## src/rtl/vga_if_axi_intr_slave.sv

```systemverilog
// vga_if_axi_intr_slave: AXI4-Lite slave for the VGA interrupt controller.
// Latches rising edges of intr_in into a sticky ISR, masks with IER/GIER and
// drives a registered level irq. Software acknowledges by writing 1s to IAR.
// Optional build macro: VGA_INTR_SW_TRIGGER_EN maps a write-1-to-set ISTR at 0x14.
module vga_if_axi_intr_slave #(
    parameter int unsigned C_S_AXI_DATA_WIDTH = 32,
    parameter int unsigned C_S_AXI_ADDR_WIDTH = 5,
    parameter int unsigned C_NUM_OF_INTR      = 1
) (
    input  logic                            s_axi_intr_aclk,
    input  logic                            s_axi_intr_aresetn,
    input  logic [C_S_AXI_ADDR_WIDTH-1:0]   s_axi_intr_awaddr,
    input  logic [2:0]                      s_axi_intr_awprot,
    input  logic                            s_axi_intr_awvalid,
    output logic                            s_axi_intr_awready,
    input  logic [C_S_AXI_DATA_WIDTH-1:0]   s_axi_intr_wdata,
    input  logic [C_S_AXI_DATA_WIDTH/8-1:0] s_axi_intr_wstrb,
    input  logic                            s_axi_intr_wvalid,
    output logic                            s_axi_intr_wready,
    output logic [1:0]                      s_axi_intr_bresp,
    output logic                            s_axi_intr_bvalid,
    input  logic                            s_axi_intr_bready,
    input  logic [C_S_AXI_ADDR_WIDTH-1:0]   s_axi_intr_araddr,
    input  logic [2:0]                      s_axi_intr_arprot,
    input  logic                            s_axi_intr_arvalid,
    output logic                            s_axi_intr_arready,
    output logic [C_S_AXI_DATA_WIDTH-1:0]   s_axi_intr_rdata,
    output logic [1:0]                      s_axi_intr_rresp,
    output logic                            s_axi_intr_rvalid,
    input  logic                            s_axi_intr_rready,
    input  logic [C_NUM_OF_INTR-1:0]        intr_in,
    output logic                            irq
);

    localparam int unsigned N = C_NUM_OF_INTR;

    typedef enum logic {StWIdle, StWResp} w_state_e;
    typedef enum logic {StRIdle, StRData} r_state_e;

    w_state_e     w_state_q, w_state_d;
    r_state_e     r_state_q, r_state_d;
    logic         wr_fire, rd_fire;
    logic [2:0]   wr_sel, rd_sel;
    logic         gier_q, gier_d;
    logic [N-1:0] ier_q, ier_d;
    logic [N-1:0] isr_q, isr_d;
    logic [N-1:0] intr_dly_q;
    logic [N-1:0] intr_edge;
    logic [N-1:0] iar_clr;
`ifdef VGA_INTR_SW_TRIGGER_EN
    logic [N-1:0] sw_set;
`endif
    logic [31:0]  ier_wr;
    logic [31:0]  rdata_q, rdata_d;
    logic         irq_q, irq_d;

    assign wr_sel    = s_axi_intr_awaddr[4:2];
    assign rd_sel    = s_axi_intr_araddr[4:2];
    assign intr_edge = intr_in & ~intr_dly_q;

    // Write channel FSM: address and data are only accepted together.
    always_comb begin
        w_state_d = w_state_q;
        wr_fire   = 1'b0;
        case (w_state_q)
            StWIdle: begin
                if (s_axi_intr_awvalid && s_axi_intr_wvalid) begin
                    wr_fire   = 1'b1;
                    w_state_d = StWResp;
                end
            end
            StWResp: begin
                if (s_axi_intr_bready) begin
                    w_state_d = StWIdle;
                end
            end
            default: w_state_d = StWIdle;
        endcase
        s_axi_intr_awready = wr_fire;
        s_axi_intr_wready  = wr_fire;
        s_axi_intr_bvalid  = (w_state_q == StWResp);
    end

    // Read channel FSM: rdata is captured at the address handshake.
    always_comb begin
        r_state_d = r_state_q;
        rd_fire   = 1'b0;
        case (r_state_q)
            StRIdle: begin
                if (s_axi_intr_arvalid) begin
                    rd_fire   = 1'b1;
                    r_state_d = StRData;
                end
            end
            StRData: begin
                if (s_axi_intr_rready) begin
                    r_state_d = StRIdle;
                end
            end
            default: r_state_d = StRIdle;
        endcase
        s_axi_intr_arready = rd_fire;
        s_axi_intr_rvalid  = (r_state_q == StRData);
    end

    // Register next-state: strobed GIER/IER, full-word IAR (and ISTR); sets beat clears.
    always_comb begin
        gier_d  = gier_q;
        ier_d   = ier_q;
        iar_clr = '0;
        ier_wr  = 32'(ier_q);
        for (int b = 0; b < 4; b++) begin
            if (s_axi_intr_wstrb[b]) begin
                ier_wr[8*b +: 8] = s_axi_intr_wdata[8*b +: 8];
            end
        end
        if (wr_fire && wr_sel == 3'd0 && s_axi_intr_wstrb[0]) begin
            gier_d = s_axi_intr_wdata[0];
        end
        if (wr_fire && wr_sel == 3'd1) begin
            ier_d = ier_wr[N-1:0];
        end
        if (wr_fire && wr_sel == 3'd3) begin
            iar_clr = s_axi_intr_wdata[N-1:0];
        end
`ifdef VGA_INTR_SW_TRIGGER_EN
        sw_set = '0;
        if (wr_fire && wr_sel == 3'd5) begin
            sw_set = s_axi_intr_wdata[N-1:0];
        end
        isr_d = (isr_q & ~iar_clr) | intr_edge | sw_set;
`else
        isr_d = (isr_q & ~iar_clr) | intr_edge;
`endif
        irq_d = gier_q & (|(isr_q & ier_q));
    end

    // Read data mux, sampled from current register values on the handshake.
    always_comb begin
        rdata_d = rdata_q;
        if (rd_fire) begin
            case (rd_sel)
                3'd0:    rdata_d = {31'b0, gier_q};
                3'd1:    rdata_d = 32'(ier_q);
                3'd2:    rdata_d = 32'(isr_q);
                3'd4:    rdata_d = 32'(isr_q & ier_q);
                default: rdata_d = 32'b0;
            endcase
        end
    end

    // State and register update.
    always_ff @(posedge s_axi_intr_aclk or negedge s_axi_intr_aresetn) begin
        if (!s_axi_intr_aresetn) begin
            w_state_q  <= StWIdle;
            r_state_q  <= StRIdle;
            gier_q     <= 1'b0;
            ier_q      <= '0;
            isr_q      <= '0;
            intr_dly_q <= '0;
            rdata_q    <= '0;
            irq_q      <= 1'b0;
        end else begin
            w_state_q  <= w_state_d;
            r_state_q  <= r_state_d;
            gier_q     <= gier_d;
            ier_q      <= ier_d;
            isr_q      <= isr_d;
            intr_dly_q <= intr_in;
            rdata_q    <= rdata_d;
            irq_q      <= irq_d;
        end
    end

    assign s_axi_intr_rdata = rdata_q;
    assign s_axi_intr_bresp = 2'b00;
    assign s_axi_intr_rresp = 2'b00;
    assign irq              = irq_q;

    logic unused_ok;
    assign unused_ok = ^{s_axi_intr_awprot, s_axi_intr_arprot, s_axi_intr_awaddr,
                         s_axi_intr_araddr, s_axi_intr_wdata, ier_wr};

endmodule

```

## config.mk

```make
export PLATFORM = sky130hd
export DESIGN_NAME = vga_if_axi_intr_slave
export DESIGN_NICKNAME = d
export VERILOG_FILES = /design/src/rtl/vga_if_axi_intr_slave.sv
export SDC_FILE = /design/constraint.sdc
export NUM_CORES = 1
export LEC_CHECK = 0
export ABC_CLOCK_PERIOD_IN_PS = 2050
export CORE_MARGIN = 4
export CORE_UTILIZATION = 25
export CTS_BUF_LIST = sky130_fd_sc_hd__clkbuf_4
export DETAILED_ROUTE_END_ITERATION = 6
export PLACE_DENSITY = 0.92
export RECOVER_POWER = 25
export SYNTH_ARGS = -nofsm -noshare
export SYNTH_HDL_FRONTEND = slang
export SYNTH_SLANG_ARGS = --single-unit
export TNS_END_PERCENT = 5
```

## constraint.sdc

```tcl
create_clock -name s_axi_intr_aclk -period 2.05 [get_ports s_axi_intr_aclk]
set_clock_uncertainty 0.05 [all_clocks]
set_input_delay 0.205 -clock s_axi_intr_aclk [delete_from_list [all_inputs] [get_ports s_axi_intr_aclk]]
set_output_delay 0.205 -clock s_axi_intr_aclk [all_outputs]
set_load 0.03 [all_outputs]
```

==> results.yml, run 1 <==
logic_synthesis:
  synth_cells: 70
  syn_area_um2: 651.9
  yosys_warnings: 0
  postSynthAreaPerCell_um2: 9.313
  post_synth_num_cell_types: 18
  ys_seq_area_share_pct: 30.71
  ys_seq_elements: 8
routing:
  drtIter0Drc: 6
  wl_per_cell_um: 9.195
  vias_per_cell: 3.423
  wl_mm: 1.131
  drc: 0
  vias: 421
  antenna_left: 0
  firstDrtPassIters: 4
cells_and_area:
  final_cell_count_no_fill: 123
  nets: 155
  layout_commonest_cell: "conb_1"
  final_layout_size_suffix_gt1_share_pct: 5.376
  synthToLayoutAreaGrowth_pct: 21.11
  final_cell_mix: "35 x conb_1, 20 x clkdlybuf4s50_1, 8 x dfrtp_1"
  antenna_cells: 0
global_routing:
  overflow: 0
  grt_usage_pct: 5.819
  grt_pass1_wl_mm: 1.531
  grt_max_degree: 9
  antenna_found_initial: 0
  grt_pass1_vias: 347
pwr:
  power_switching_mw: 0.2052
  pwr-share-seq_pct: 36.7
  power_frac_comb_pct: 41.0
  p_int_mw: 0.3103
  p_clk_share_pct: 22.2
  ir_drop_mv: 0.2530
  powerDensity_mw_per_mm2: 653.0
  p_sw_share_pct: 39.81
  p_leak_nw: 0.4042
placed_design:
  routabilityCongestion: 0.7215
  numPortBuffers: 22
  dp.cells: 120
  dp_hpwl_mm: 1.026
clocking:
  insertion_delay_ps: 240
  postCtsSetupBuffers: 0
  holdBufCountCts: 0
  cts-root-buf: "clkbuf_4"
  clk_path_buf_depth: 2
  h-tree-depth: 1
  numCtsBuffers: 3
  cts_sinks: 8
  cts_tree: "yes"
  path_clk_slew_ps: 50
  postCtsResizedCells: 0
worst_setup_path:
  endpoint_kind: "output pin"
  slowest_delay_ps: 660
  cp-start-kind: "register"
  cp.required_ps: 1790
  worst_path_max_delay_cell: "clkdlybuf4s50_1"
  critPathKind: "reg -> out"
  critPathArrivalTime_ps: 1570
  worst-path-max-fanout: 5
  path_cells: "nand3b_4 -> inv_1 -> clkdlybuf4s50_1"
hold_path:
  hold_path_class: "in -> async"
timing:
  post-route-period-util_pct: 89.25
  grt_setup_unrepaired: "no"
  drv_slew: 0
  fin_crit_ps: 1830
  hold_viol: 0
  setup_viol: 0
  setup_tns_ps: 0
  max_freq_mhz: 546.5
die:
  placeableCoreArea_mm2: 0.002477
  num_rows: 18
  die_y_um: 59.07
  io_pins: 102
  start_util_pct: 26.31
  dieArea_mm2: 0.003489
  fp.dieW_um: 59.07
run:
  drv_cap: 0
status:
  outcome: "finished clean"
## path summary, 6_finish.rpt
check	startpoint	to	slack (ps)	cells after the start
worst min-delay path	s_axi_intr_aresetn	s_axi_intr_rvalid	260	1
worst max-delay path	s_axi_intr_bvalid	s_axi_intr_awready	220	3
max in group asynchronous	s_axi_intr_aresetn	ier_q	1420	1
worst min register to register	intr_dly_q	isr_q	390	1
min in group s_axi_intr_aclk	intr_dly_q	isr_q	390	1
worst max register to register	s_axi_intr_bvalid	gier_q	610	3
## registers in the layout, indices dropped and copies added, names as in the netlist
name,flops
gier_q,1
ier_q,1
intr_dly_q,1
irq,1
isr_q,1
s_axi_intr_bvalid,1
s_axi_intr_rdata,1
s_axi_intr_rvalid,1
## layout make-up
type / instances / area (µm²)
tap: 30 / 37.54
sequential: 8 / 200.2
clock buffer: 3 / 22.52
fill: 262 / 1688
inverter: 6 / 22.52
multi-input combinational: 54 / 286.5
timing repair buffer: 22 / 220.2
## per-stage QoR
stage          setup slack, ps  instance area, µm²  hold WS (ps)  power [mW]  util [%]
3_3_place_gp             238.6               767.0         366.4      0.3991     30.96
3_5_place_dp             212.5               767.0         384.8      0.4040     30.96
6_report                 220.3               789.5         262.8      0.5155     31.87
4_1_cts                  203.3               789.5         198.5      0.5227     31.87
5_1_grt                  146.3               789.5         293.9      0.5424     31.87
2_1_floorplan            593.3               779.5        -140.6      0.3846         -
## cell families after synthesis
kind of cell / count (synthesis) / share of synthesized area [%]
buffers and inverters: 42 / 44.91
AO/OA/AOI/OAI: 6 / 5.951
other: 1 / 0.5753
flip-flops: 8 / 30.71
AND/OR/NAND/NOR: 11 / 14.39
multiplexers: 2 / 3.455
## layer usage
layer / GRT usage [%] / part of all wire, % / vias up
met5: 0 / 0 / -
met4: 1.942 / 0 / 0
met3: 3.704 / 18 / 0
met2: 8.517 / 45 / 31
met1: 6.915 / 37 / 186
li1: - / - / 204
## power groups by stage
stage | Combinational (mW) | Clock, mW | Sequential [mW]
after CTS | 0.212 | 0.121 | 0.189
after global placement | 0.208 | 0 | 0.191
after detailed placement | 0.212 | 0 | 0.192
final | 0.212 | 0.115 | 0.189
after global routing | 0.224 | 0.127 | 0.192
after floorplan | 0.175 | 0 | 0.209
## worst max-delay path: cells and delay by family (launching register included)
kind | cells | cell delay, ps
flops | 1 | 390
simple gates | 1 | 190
buf+inv | 2 | 740
## cell usage after synthesis
cell type	number	area, µm²
a21oi_1	1	5.000
nand3b_4	1	20.02
and3_1	1	6.260
inv_1	6	22.52
nor3_1	1	5.000
o22ai_1	1	6.260
buf_4	36	270.3
nor4_1	2	12.51
a22o_1	1	8.760
a221oi_1	1	8.760
conb_1	1	3.750
o21ai_0	2	10.01
nand3_1	1	5.000
nor4b_2	1	15.01
dfrtp_1	8	200.2
nand4bb_1	1	11.26
mux2_1	2	22.52
nand2b_1	3	18.77
(Power assumes the default switching activity.)
==> run 2: changes to the inputs <==
--- a/config.mk
+++ b/config.mk
@@ -5,11 +5,11 @@
 export SDC_FILE = /design/constraint.sdc
 export NUM_CORES = 1
 export LEC_CHECK = 0
-export ABC_CLOCK_PERIOD_IN_PS = 2050
 export CORE_MARGIN = 4
 export CORE_UTILIZATION = 25
 export CTS_BUF_LIST = sky130_fd_sc_hd__clkbuf_4
 export DETAILED_ROUTE_END_ITERATION = 6
+export MAX_ROUTING_LAYER = met4
 export PLACE_DENSITY = 0.92
 export RECOVER_POWER = 25
 export SYNTH_ARGS = -nofsm -noshare
==> run 2 against run 1 <==
Non-clock buffer count unchanged. Total power hardly changed. Combinational power is essentially flat. Routed wire length stayed put. Via count unchanged. Register-to-register slack about the same. First-iteration DRC count did not move. Design area is the same. Utilization is the same. Clock power is essentially flat. Sequential share of layout area stayed put. Critical endpoint unchanged.
==> results.yml, run 2 (same netlist as run 1, synthesis figures left out) <==
status:
  outcome: "finished clean"
cells_and_area:
  final_layout_size_suffix_gt1_share_pct: 5.376
  antenna_cells: 0
  final_cell_mix: "35 x conb_1, 20 x clkdlybuf4s50_1, 8 x dfrtp_1"
  layout_commonest_cell: "conb_1"
  nets: 155
  synthToLayoutAreaGrowth_pct: 21.11
  multi_input_area_um2: 286.5
  ff_latch_area_um2: 200.2
  num-fill-cells: 262
global_routing:
  overflow: 0
  grt_pass1_wl_mm: 1.531
  antenna_found_initial: 0
  grt_usage_pct: 5.989
  grt_max_degree: 9
  grt_pass1_vias: 347
routing:
  wl_mm: 1.131
  wl_per_cell_um: 9.195
  drtIter0Drc: 6
  vias_per_cell: 3.423
  firstDrtPassIters: 4
  vias: 421
  drc: 0
  antenna_left: 0
worst_setup_path:
  worst_path_max_delay_cell: "clkdlybuf4s50_1"
  slowest_delay_ps: 660
  critPathKind: "reg -> out"
  critPathArrivalTime_ps: 1570
  endpoint_kind: "output pin"
  cp.required_ps: 1790
  worst-path-max-fanout: 5
  cp-start-kind: "register"
  path_cells: "nand3b_4 -> inv_1 -> clkdlybuf4s50_1"
placed_design:
  numPortBuffers: 22
  dp_hpwl_mm: 1.026
  routabilityCongestion: 0.7300
clocking:
  numCtsBuffers: 3
  holdBufCountCts: 0
  cts_tree: "yes"
  path_clk_slew_ps: 50
  cts_sinks: 8
  h-tree-depth: 1
  insertion_delay_ps: 240
  cts-root-buf: "clkbuf_4"
  clk_path_buf_depth: 2
  postCtsResizedCells: 0
  postCtsSetupBuffers: 0
timing:
  grt_setup_unrepaired: "no"
  hold_viol: 0
  setup_tns_ps: 0
  post-route-period-util_pct: 89.25
  setup_viol: 0
  drv_slew: 0
  fin_crit_ps: 1830
  hold_slack_ps: 262.8
  max_freq_mhz: 546.5
die:
  placeableCoreArea_mm2: 0.002477
  fp.dieW_um: 59.07
  start_util_pct: 26.31
  dieArea_mm2: 0.003489
  num_rows: 18
  die_y_um: 59.07
  io_pins: 102
hold_path:
  hold_path_class: "in -> async"
pwr:
  p_int_mw: 0.3103
  ir_drop_mv: 0.2530
  p_clk_share_pct: 22.2
  p_sw_share_pct: 39.81
  p_leak_nw: 0.4042
  power_frac_comb_pct: 41.1
  power_switching_mw: 0.2053
  pwr-share-seq_pct: 36.7
  total_power_mw: 0.5156
  powerDensity_mw_per_mm2: 653.0
run:
  drv_cap: 0
run 2: cell counts in the layout (fill, tap and decap cells not counted):
Identical to the previous run, type by type.
run 2: area by class of cell:
class / count / share of cell area, %
Sequential cell: 8 / 25.36
Inverter: 6 / 2.853
Timing Repair Buffer: 22 / 27.89
Clock buffer: 3 / 2.853
Tap cell: 30 / 4.754
Multi-Input combinational cell: 54 / 36.29
run 2: metal layers:
layer	global-route usage [%]	routed length [µm]	vias to the layer above
li1	-	-	204
met1	7.181	438	186
met3	3.268	185	0
met5	-	0	-
met4	1.942	0	0
met2	8.517	507	31
run 2: per-stage QoR:
stage	worst slack (ps)	instance area (µm²)	cells	util, %
final	220.3	789.5	123	31.87
after global routing	146.3	789.5	123	31.87
after CTS	203.3	789.5	123	31.87
after detailed placement	212.5	767.0	120	30.96
after global placement	238.6	767.0	120	30.96
after floorplan	593.3	779.5	104	-
run 2: worst paths after layout:
kind / slack, ps / start / depth (start not counted) / to
setup reg to reg: 610 / s_axi_intr_bvalid / 3 / gier_q
min in group s_axi_intr_aclk: 390 / intr_dly_q / 1 / isr_q
hold reg to reg: 390 / intr_dly_q / 1 / isr_q
setup / recovery: 220 / s_axi_intr_bvalid / 3 / s_axi_intr_awready
max in group asynchronous: 1420 / s_axi_intr_aresetn / 1 / ier_q
hold / removal: 260 / s_axi_intr_aresetn / 1 / s_axi_intr_rvalid
run 2: power by group through the flow:
| stage | logic [mW] | clock network, mW | registers [mW] |
|---|---|---|---|
| floorplan | 0.175 | 0 | 0.209 |
| global placement | 0.208 | 0 | 0.191 |
| detailed placement | 0.212 | 0 | 0.192 |
| CTS | 0.212 | 0.121 | 0.189 |
| global route | 0.224 | 0.127 | 0.192 |
| finish | 0.212 | 0.115 | 0.189 |
run 2: worst max-delay path: cells and delay by family, from the launching register on:
family	cells	cell delay [ps]
buffers and inverters	2	740
DFF	1	390
and+or+nand+nor	1	190
